`src/rtl/uart_transmitter_if.sv`:
```
`default_nettype none
// ============================================================================
// Module      : uart_transmitter_if
// Description : Byte handshake between host logic and the UART transmitter.
// Revision    : 1.0 - initial release
// ============================================================================
interface uart_transmitter_if;
    logic [7:0] transmit_data;
    logic       transmit_valid;
    logic       transmit_ready;

    modport master (
        output transmit_data,
        output transmit_valid,
        input  transmit_ready
    );

    modport slave (
        input  transmit_data,
        input  transmit_valid,
        output transmit_ready
    );
endinterface
`default_nettype wire

```
`src/rtl/uart_transmitter.sv`:
```
`default_nettype none
// ============================================================================
// Module      : uart_transmitter
// Description : 8N1/8N2 UART transmitter with a small byte FIFO, LSB first.
// Revision    : 1.0 - initial release
// ============================================================================
module uart_transmitter #(
    parameter int unsigned CLOCK_FREQUENCY = 100_000_000,
    parameter int unsigned BAUD_RATE       = 9600,
    parameter int unsigned FIFO_DEPTH      = 4,
    parameter int unsigned STOP_BITS       = 1
) (
    input  wire logic          clock,
    input  wire logic          reset,
    uart_transmitter_if.slave  tx_if,
    output logic               transmit_uart,
    output logic               busy
);

    localparam int unsigned CLOCKS_PER_BIT = CLOCK_FREQUENCY / BAUD_RATE;
    localparam int unsigned CW             = $clog2(CLOCKS_PER_BIT * STOP_BITS) + 1;
    localparam int unsigned AW             = $clog2(FIFO_DEPTH);

    localparam logic [CW-1:0] BIT_LOAD  = CW'(CLOCKS_PER_BIT - 1);
    localparam logic [CW-1:0] STOP_LOAD = CW'(CLOCKS_PER_BIT * STOP_BITS - 1);

    typedef enum logic [1:0] {
        IDLE  = 2'd0,
        START = 2'd1,
        DATA  = 2'd2,
        STOP  = 2'd3
    } state_t;

    // ------------------------------------------------------------------
    // Byte FIFO; pointers carry one extra wrap bit to tell full from empty
    // ------------------------------------------------------------------
    logic [7:0]  mem_q [FIFO_DEPTH];
    logic [AW:0] wr_ptr_q, wr_ptr_d;
    logic [AW:0] rd_ptr_q, rd_ptr_d;
    logic        w_empty;
    logic        w_full;
    logic        w_push;
    logic        w_pop;
    logic [7:0]  w_head;

    state_t      state_q;
    logic [CW-1:0] baud_q;
    logic [2:0]  bit_idx_q;
    logic [7:0]  shift_q;
    logic        line_q;

    assign w_empty = (wr_ptr_q == rd_ptr_q);
    assign w_full  = (wr_ptr_q[AW-1:0] == rd_ptr_q[AW-1:0]) &&
                     (wr_ptr_q[AW] != rd_ptr_q[AW]);
    assign w_push  = tx_if.transmit_valid && !w_full;
    assign w_head  = mem_q[rd_ptr_q[AW-1:0]];

    assign tx_if.transmit_ready = !w_full;

    // The FSM takes a byte when idle, or at the last stop-bit cycle for gapless frames.
    assign w_pop = !w_empty &&
                   ((state_q == IDLE) || ((state_q == STOP) && (baud_q == '0)));

    always_comb begin
        wr_ptr_d = wr_ptr_q;
        rd_ptr_d = rd_ptr_q;
        if (w_push) begin
            wr_ptr_d = wr_ptr_q + (AW+1)'(1);
        end
        if (w_pop) begin
            rd_ptr_d = rd_ptr_q + (AW+1)'(1);
        end
    end

    always_ff @(posedge clock or posedge reset) begin
        if (reset) begin
            wr_ptr_q <= '0;
            rd_ptr_q <= '0;
        end else begin
            wr_ptr_q <= wr_ptr_d;
            rd_ptr_q <= rd_ptr_d;
        end
    end

    always_ff @(posedge clock) begin
        if (w_push) begin
            mem_q[wr_ptr_q[AW-1:0]] <= tx_if.transmit_data;
        end
    end

    // ------------------------------------------------------------------
    // Frame sequencer; the line is registered and set one state ahead
    // ------------------------------------------------------------------
    always_ff @(posedge clock or posedge reset) begin
        if (reset) begin
            state_q   <= IDLE;
            baud_q    <= '0;
            bit_idx_q <= '0;
            shift_q   <= '0;
            line_q    <= 1'b1;
        end else begin
            case (state_q)
                IDLE: begin
                    line_q <= 1'b1;
                    if (w_pop) begin
                        shift_q <= w_head;
                        baud_q  <= BIT_LOAD;
                        line_q  <= 1'b0;
                        state_q <= START;
                    end
                end

                START: begin
                    if (baud_q == '0) begin
                        baud_q    <= BIT_LOAD;
                        bit_idx_q <= '0;
                        line_q    <= shift_q[0];
                        state_q   <= DATA;
                    end else begin
                        baud_q <= baud_q - CW'(1);
                    end
                end

                DATA: begin
                    if (baud_q == '0) begin
                        if (bit_idx_q == 3'd7) begin
                            baud_q  <= STOP_LOAD;
                            line_q  <= 1'b1;
                            state_q <= STOP;
                        end else begin
                            baud_q    <= BIT_LOAD;
                            shift_q   <= {1'b0, shift_q[7:1]};
                            bit_idx_q <= bit_idx_q + 3'd1;
                            line_q    <= shift_q[1];
                        end
                    end else begin
                        baud_q <= baud_q - CW'(1);
                    end
                end

                STOP: begin
                    if (baud_q == '0) begin
                        if (w_pop) begin
                            shift_q <= w_head;
                            baud_q  <= BIT_LOAD;
                            line_q  <= 1'b0;
                            state_q <= START;
                        end else begin
                            line_q  <= 1'b1;
                            state_q <= IDLE;
                        end
                    end else begin
                        baud_q <= baud_q - CW'(1);
                    end
                end

                default: begin
                    line_q  <= 1'b1;
                    state_q <= IDLE;
                end
            endcase
        end
    end

    assign transmit_uart = line_q;
    assign busy          = (state_q != IDLE) || !w_empty;

endmodule
`default_nettype wire

```
`src/flat_wrapper.sv`:
```
// flat-port wrapper written by rule: the top's interface ports become plain ports
module uart_transmitter_flat 
#(
    parameter int unsigned CLOCK_FREQUENCY = 100_000_000,
    parameter int unsigned BAUD_RATE       = 9600,
    parameter int unsigned FIFO_DEPTH      = 4,
    parameter int unsigned STOP_BITS       = 1
)
  (clock, reset, transmit_uart, busy, tx_if_transmit_data, tx_if_transmit_valid, tx_if_transmit_ready);
  uart_transmitter_if tx_if_i ();
  input  wire logic clock;
  input  wire logic reset;
  output logic transmit_uart;
  output logic busy;
  input wire logic [$bits(tx_if_i.transmit_data)-1:0] tx_if_transmit_data;
  input wire logic [$bits(tx_if_i.transmit_valid)-1:0] tx_if_transmit_valid;
  output wire logic [$bits(tx_if_i.transmit_ready)-1:0] tx_if_transmit_ready;
  assign tx_if_i.transmit_data = tx_if_transmit_data;
  assign tx_if_i.transmit_valid = tx_if_transmit_valid;
  assign tx_if_transmit_ready = tx_if_i.transmit_ready;
  uart_transmitter #(.CLOCK_FREQUENCY(CLOCK_FREQUENCY), .BAUD_RATE(BAUD_RATE), .FIFO_DEPTH(FIFO_DEPTH), .STOP_BITS(STOP_BITS)) u_core (.clock(clock), .reset(reset), .tx_if(tx_if_i), .transmit_uart(transmit_uart), .busy(busy));
endmodule
```
`config.mk`:
```
export PLATFORM = sky130hd
export DESIGN_NAME = uart_transmitter_flat
export DESIGN_NICKNAME = d
export VERILOG_FILES = /design/src/rtl/uart_transmitter_if.sv /design/src/rtl/uart_transmitter.sv /design/src/flat_wrapper.sv
export SDC_FILE = /design/constraint.sdc
export NUM_CORES = 1
export LEC_CHECK = 0
export CAP_MARGIN = 15
export CORE_MARGIN = 4
export CORE_UTILIZATION = 60
export DETAILED_ROUTE_END_ITERATION = 10
export HOLD_SLACK_MARGIN = 0.05
export PLACE_DENSITY = 0.81
export SLEW_MARGIN = 0
export SYNTH_ARGS = -nofsm -noshare
export SYNTH_HDL_FRONTEND = slang
export SYNTH_SLANG_ARGS = --single-unit
```
`constraint.sdc`:
```
create_clock -name clock -period 2.5 [get_ports clock]
set_input_delay 0.625 -clock clock [delete_from_list [all_inputs] [get_ports clock]]
set_output_delay 0.625 -clock clock [all_outputs]
set_load 0.03 [all_outputs]
```
* Word level (Yosys, flattened, before mapping)
Memories as Yosys holds them, arrays and structs flattened. Index checks and enable logic that the tools add are counted.
Storage, ports and cells: output and inout port bits 3, bits of input ports 11, register bits after elaboration 35, memories kept 1, memory bits (writable) 32, word-level logic and storage cells 71
Memory list:
- u_core.mem_q | depth 4, bits a word 8, rd ports 1, clocked after Yosys merged registers in 0, wr ports 1, line uart_transmitter.sv:37 | logic [7:0] mem_q [FIFO_DEPTH];
Cells by class: equality and inequality tests 13, add/sub/neg operators 4, reduce and logical (&&, ||, !) cells 18, muxes and demuxes 28
Operators by type and width (number):
- 15-bit two-way mux | 3
- 15-bit case mux with 3 select lines | 1
- 8-bit two-way mux | 4
- 8-bit case mux with 3 select lines | 1
- 15-bit zero test | 1
- 15-bit by 1-bit subtractor with 15-bit output (second input constant) | 1
- 2-bit two-way mux | 5
- 3-bit by 1-bit adder with 3-bit output (second input constant) | 3
- 3-bit two-way mux | 3
- 1-bit two-way mux | 8
- 2-bit by 1-bit inequality test with 1-bit output (second input constant) | 4
- 2-bit case mux with 4 select lines | 1
- 4-bit AND reduction | 2
- 3-bit case mux with 2 select lines | 1
- 5-bit AND reduction | 1
- 2-bit equality test (second input constant) | 2
- 1-bit logical AND | 4
- 2-bit inequality test (second input constant) | 2
- 1-bit case mux with 4 select lines | 1
- 2-bit nonzero test | 2
- 3-bit equality test | 1
- 3-bit equality test (second input constant) | 1
- 3-bit AND reduction | 1
- 3-bit nonzero test | 1
- other kinds (7) | 9

* Logic depth before layout (Yosys ltp)
Gate-level depths: netlist of run 1.
word-level depth 7, gate-level depth with buffers 8, mapped depth without buffers 7

* Worst setup path before layout of run 1
OpenSTA, ideal clock, no wires.
kind flip-flop to flip-flop, from register u_core.baud_q[0], to register u_core.baud_q[12], setup time 0.126 ns, clock period less this slack 2.185 ns, cell stages (with the launch flop) 8, arrival 2.059 ns, path buffers 1, required time 2.374 ns, setup slack 0.315 ns, cell sequence dfrtp_1 > inv_1 > ha_1 > or4b_1 > nor4_4 > nor3_2 > buf_6 > a221o_1
On the way: word-level cells in the longest chain between the ends 7, elaborated cells on any way between the ends 9, classes of those cells add/sub: 1; mux: 4; reduce/logical: 4
RTL lines:
- start: declaration | line uart_transmitter.sv:47 | logic [CW-1:0] baud_q;
- start signal: assignment | line uart_transmitter.sv:120 | baud_q <= baud_q - CW'(1);
- start signal: assignment | line uart_transmitter.sv:137 | baud_q <= baud_q - CW'(1);
- start signal: assignment | line uart_transmitter.sv:153 | baud_q <= baud_q - CW'(1);
- branches (longest 6 deep; another with 15-bit by 1-bit subtractor with 15-bit output)
- 15-bit case mux with 3 select lines (*) | line uart_transmitter.sv:102 | case (state_q)
Every way passes the cells marked *. A chain may end at the register's enable or synchronous reset.

* Final worst setup path of run 1
from register u_core.baud_q[0], to register u_core.shift_q[7]
On the way: word-level cells in the longest chain between the ends 7, elaborated cells on any way between the ends 10, classes of those cells eq/ne: 2; mux: 3; reduce/logical: 5
RTL lines:
- 15-bit zero test (*) | line uart_transmitter.sv:62, uart_transmitter.sv:125, uart_transmitter.sv:142
- 1-bit logical AND | line uart_transmitter.sv:62 | ((state_q == IDLE) || ((state_q == STOP) && (baud_q == '0)));
- 1-bit logical OR | line uart_transmitter.sv:62
- 1-bit logical AND | line uart_transmitter.sv:61 | assign w_pop = !w_empty &&
- 8-bit two-way mux (2 in a row)
- 8-bit case mux with 3 select lines
- end signal: assignment | line uart_transmitter.sv:106 | shift_q <= w_head;
- end signal: assignment | line uart_transmitter.sv:132 | shift_q <= {1'b0, shift_q[7:1]};
- end signal: assignment | line uart_transmitter.sv:144 | shift_q <= w_head;
- end: declaration | line uart_transmitter.sv:49 | logic [7:0] shift_q;
Mark *: on every way between the ends. The rest lies on a longest branch, timed or not. The select of a mux whose other input is x is not followed.

==> results of run 1 <==
==> cell families (layout without fill, tap and decap cells) <==
kind of cell,after synthesis,in the layout,synth area share
AO/OA/AOI/OAI,51,51,0.1184
XOR/XNOR,7,7,0.01802
adder cells (fa/ha/maj),14,14,0.05149
buffers and inverters,22,53,0.02942
flip-flops,67,67,0.5403
multiplexers,25,25,0.1089
AND/OR/NAND/NOR,79,79,0.1335
==> worst max-delay path: stages (launching register included) <==
cell	delay, ns
dfrtp_1	0.42
inv_1	0.09
ha_1	0.15
or4b_1	0.51
nor4_1	0.41
nand2_1	0.13
a21boi_0	0.22
mux2_2	0.35
==> power by group through the flow <==
stage / logic [mW] / registers, mW / clock network (mW)
detailed placement: 0.324 / 1.37 / 0
CTS: 0.326 / 1.35 / 0.857
finish: 0.320 / 1.34 / 0.838
floorplan: 0.225 / 1.35 / 0
global route: 0.358 / 1.36 / 0.928
global placement: 0.306 / 1.36 / 0
==> synth_stat cells (6+ instances only) <==
cell      count
dfrtp_1      34
edfxtp_1     32
nand2_1      20
mux2_2       16
ha_1         14
nor2_1       11
inv_1        10
a21oi_1       8
mux4_2        8
nand3_1       8
clkbuf_1      7
nor3_1        7
a22o_1        6
and3_1        6
==> cell usage in the layout (no fill, tap or decap), types with 4 or more instances in the layout <==
cell type and count:
a21oi_1 8, a22o_1 6, a31oi_1 5, and3_1 6, buf_4 15, clkbuf_8 9, clkdlybuf4s50_1 11, dfrtp_1 34
edfxtp_1 32, ha_1 14, inv_1 10, mux2_2 16, mux4_2 8, nand2_1 20, nand3_1 8, nor2_1 11
nor3_1 7, nor4_1 4, o21a_1 5, o21ai_0 5, o32a_1 4, xnor2_1 5
==> metal layers <==
layer / wire length (um) / part of all wire / track usage / vias up
met3: 323 / 0.051 / 0.06250 / 11
li1: - / - / - / 1074
met1: 2828 / 0.45 / 0.2654 / 1100
met4: 101 / 0.016 / 0.06389 / 0
met5: 0 / 0 / 0 / -
met2: 3041 / 0.48 / 0.3141 / 60
==> through the flow <==
step                      instances  power [mW]
after CTS                       368       2.529
after floorplan                 265       1.575
final                           368       2.503
after detailed placement        352       1.694
after global routing            368       2.645
after global placement          352       1.666
==> sequential cells by signal, summed over array words and instances (netlist names) <==
name	count
u_core.wr_ptr_q	3
u_core.baud_q	15
u_core.shift_q	8
u_core.mem_q	32
u_core.state_q	2
u_core.rd_ptr_q	3
u_core.transmit_uart	1
u_core.bit_idx_q	3
==> how the worst min path moves through the flow <==
stage / to / from / cells past startpoint
after global routing: u_core.wr_ptr_q[2]$_DFFE_PP0P_ / u_core.wr_ptr_q[2]$_DFFE_PP0P_ / 1
after detailed placement: u_core.rd_ptr_q[2]$_DFFE_PP0P_ / u_core.rd_ptr_q[2]$_DFFE_PP0P_ / 1
after CTS: u_core.wr_ptr_q[2]$_DFFE_PP0P_ / u_core.wr_ptr_q[2]$_DFFE_PP0P_ / 1
after floorplan: u_core.wr_ptr_q[2]$_DFFE_PP0P_ / u_core.wr_ptr_q[2]$_DFFE_PP0P_ / 1
after global placement: u_core.wr_ptr_q[2]$_DFFE_PP0P_ / u_core.wr_ptr_q[2]$_DFFE_PP0P_ / 1
final: u_core.wr_ptr_q[2]$_DFFE_PP0P_ / u_core.wr_ptr_q[2]$_DFFE_PP0P_ / 1
==> layout make-up <==
cell class | instances | area, um^2 | area share
Multi-Input combinational cell | 176 | 1464 | 0.3809
Timing Repair Buffer | 27 | 231.5 | 0.06022
Tap cell | 72 | 90.09 | 0.02344
Sequential cell | 67 | 1838 | 0.4782
Clock buffer | 9 | 123.9 | 0.03223
Inverter | 10 | 37.54 | 0.009766
Clock inverter | 7 | 58.81 | 0.01530
==> flow_summary_export.csv, run 1 <==
group,metric,value,unit
yosys,synth_edf_count,32,
yosys,synth_top_cell_by_area,"edfxtp_1",
clocking,cts_tree,"done",
floorplan,fp.dieW,83.30,um
floorplan,dieArea,6939,um^2
route,drt_iter0_markers,177,
yosys,syn_nets,290,
setup_path,worst-path-max-fanout,5,
setup_path,timing.rr.start,"u_core.baud_q[0]$_DFF_PP0_",
setup_path,r2r_slack,0.12,ns
setup_path,critPathCapture,"u_core.shift_q[7]$_DFFE_PP0P_",
setup_path,endpoint_kind,"flip-flop",
power_and_ir_drop,leakage,1.513,nW
clocking,cts_setup_buffers,0,
grt,grt_pass1_wl,10.85,mm
floorplan,rows,27,
yosys,postSynthCellCount,265,
grt,grt-ovfl-total,0,
placement,hpwl,4.428,mm
timing,fin_ws,0.1169,ns
clocking,clkTransAtPathRegs,0.08,ns
setup_path,start_kind,"flip-flop",
power_and_ir_drop,ir_drop,0.5665,mV
route,ant_nets,0,
grt,grt_pass1_vias,2226,
route,via_count,2245,
power_and_ir_drop,internal-power,1.802,mW
timing,worst_pin_slew,0.4900,ns
timing,drv_slew,0,
timing,finalSetupTns,0,ns
timing,finalHoldViolations,0,
route,vias_per_cell,6.101,
timing,period_needed,2.383,ns
power_and_ir_drop,pwr-share-seq,0.537,
clocking,cts_hold_buffers,0,
power_and_ir_drop,pwr-share-clk,0.335,
job,max_cap_violations,0,
clocking,numCtsBuffers,9,
power_and_ir_drop,power.density,651.1,nW/um^2
timing,rsz0062_at_grt,"false",
timing,timing.final.crit_share,0.9533,
layout,finalInstanceArea,3844,um^2
floorplan,ioPinCount,14,
route,drt_first_pass_iters,4,
clocking,clock_latency,0.35,ns
yosys,yosysWarnings,0,
setup_path,rr_endpoint,"u_core.shift_q[7]$_DFFE_PP0P_",
timing,maxClockFrequency,0.4196,GHz
route,wire_per_inst,17.11,um
clocking,cts-resized-gates,1,
layout,antenna_cells,0,
setup_path,reg2regPathDepth,7,
yosys,synthTopCellsByArea,"edfxtp_1 (28%), dfrtp_1 (25%), mux2_2 (5.3%)",
yosys,synth_top_area_share,0.2825,
timing,slew_headroom,0.6703,
placement,place_congestion,0.8581,
placement,dp_slack,0.1516,ns
floorplan,chipHeight,83.30,um
clocking,h-tree-depth,3,
yosys,yosysSeqAreaShare,0.5403,
placement,placed_cell_area,3662,um^2
yosys,ys_ff_latch,67,
layout,area_growth_syn_to_layout,12.98,%
setup_path,crit_start,"u_core.baud_q[0]$_DFF_PP0_",
power_and_ir_drop,power_frac_comb,0.128,
worst_hold_path,hold_class,"reg2reg",
floorplan,start_util,0.6178,
yosys,synth.distinct_cells,53,
layout,final_util,0.6980,
setup_path,cp.arrival,2.62,ns
clocking,ctsLongestPathBuffers,2,
placement,portBuffers,13,
route,drc,0,
timing,whs,0.4902,ns
yosys,syn_area,3402,um^2
clocking,cts_sinks,67,
yosys,synthArstFlopShare,0.5224,
grt,grtUsageTotal,0.1999,
grt,antenna_found_initial,0,
route,drt_wl_total,6.295,mm
layout,nNetsFinal,316,
setup_path,worstPathRequired,2.74,ns
yosys,synth_flop_cell,"dfrtp_1",
floorplan,core,5507,um^2
clocking,cts-root-buf,"clkbuf_8",
timing,fin_skew,0.01102,ns
grt,grt_max_degree,36,
timing,finalSetupViolCount,0,
layout,n_fill_cell,393,
status,status,"completed",
yosys,avgSynthCellArea,12.84,um^2
layout,drive_gt1_frac,0.2264,
power_and_ir_drop,power.switching,700.6,uW
power_and_ir_drop,p_sw_frac,0.2800,
setup_path,path_class,"reg2reg",
Power figures use the tool's default switching activity.
==> run 2, diff against run 1 <==
--- a/config.mk
+++ b/config.mk
@@ -15,3 +15,4 @@
 export SYNTH_ARGS = -nofsm -noshare
 export SYNTH_HDL_FRONTEND = slang
 export SYNTH_SLANG_ARGS = --single-unit
+export TNS_END_PERCENT = 5
==> results of run 2 <==
No change in the layout: final DEF, timing and power equal those of run 1.
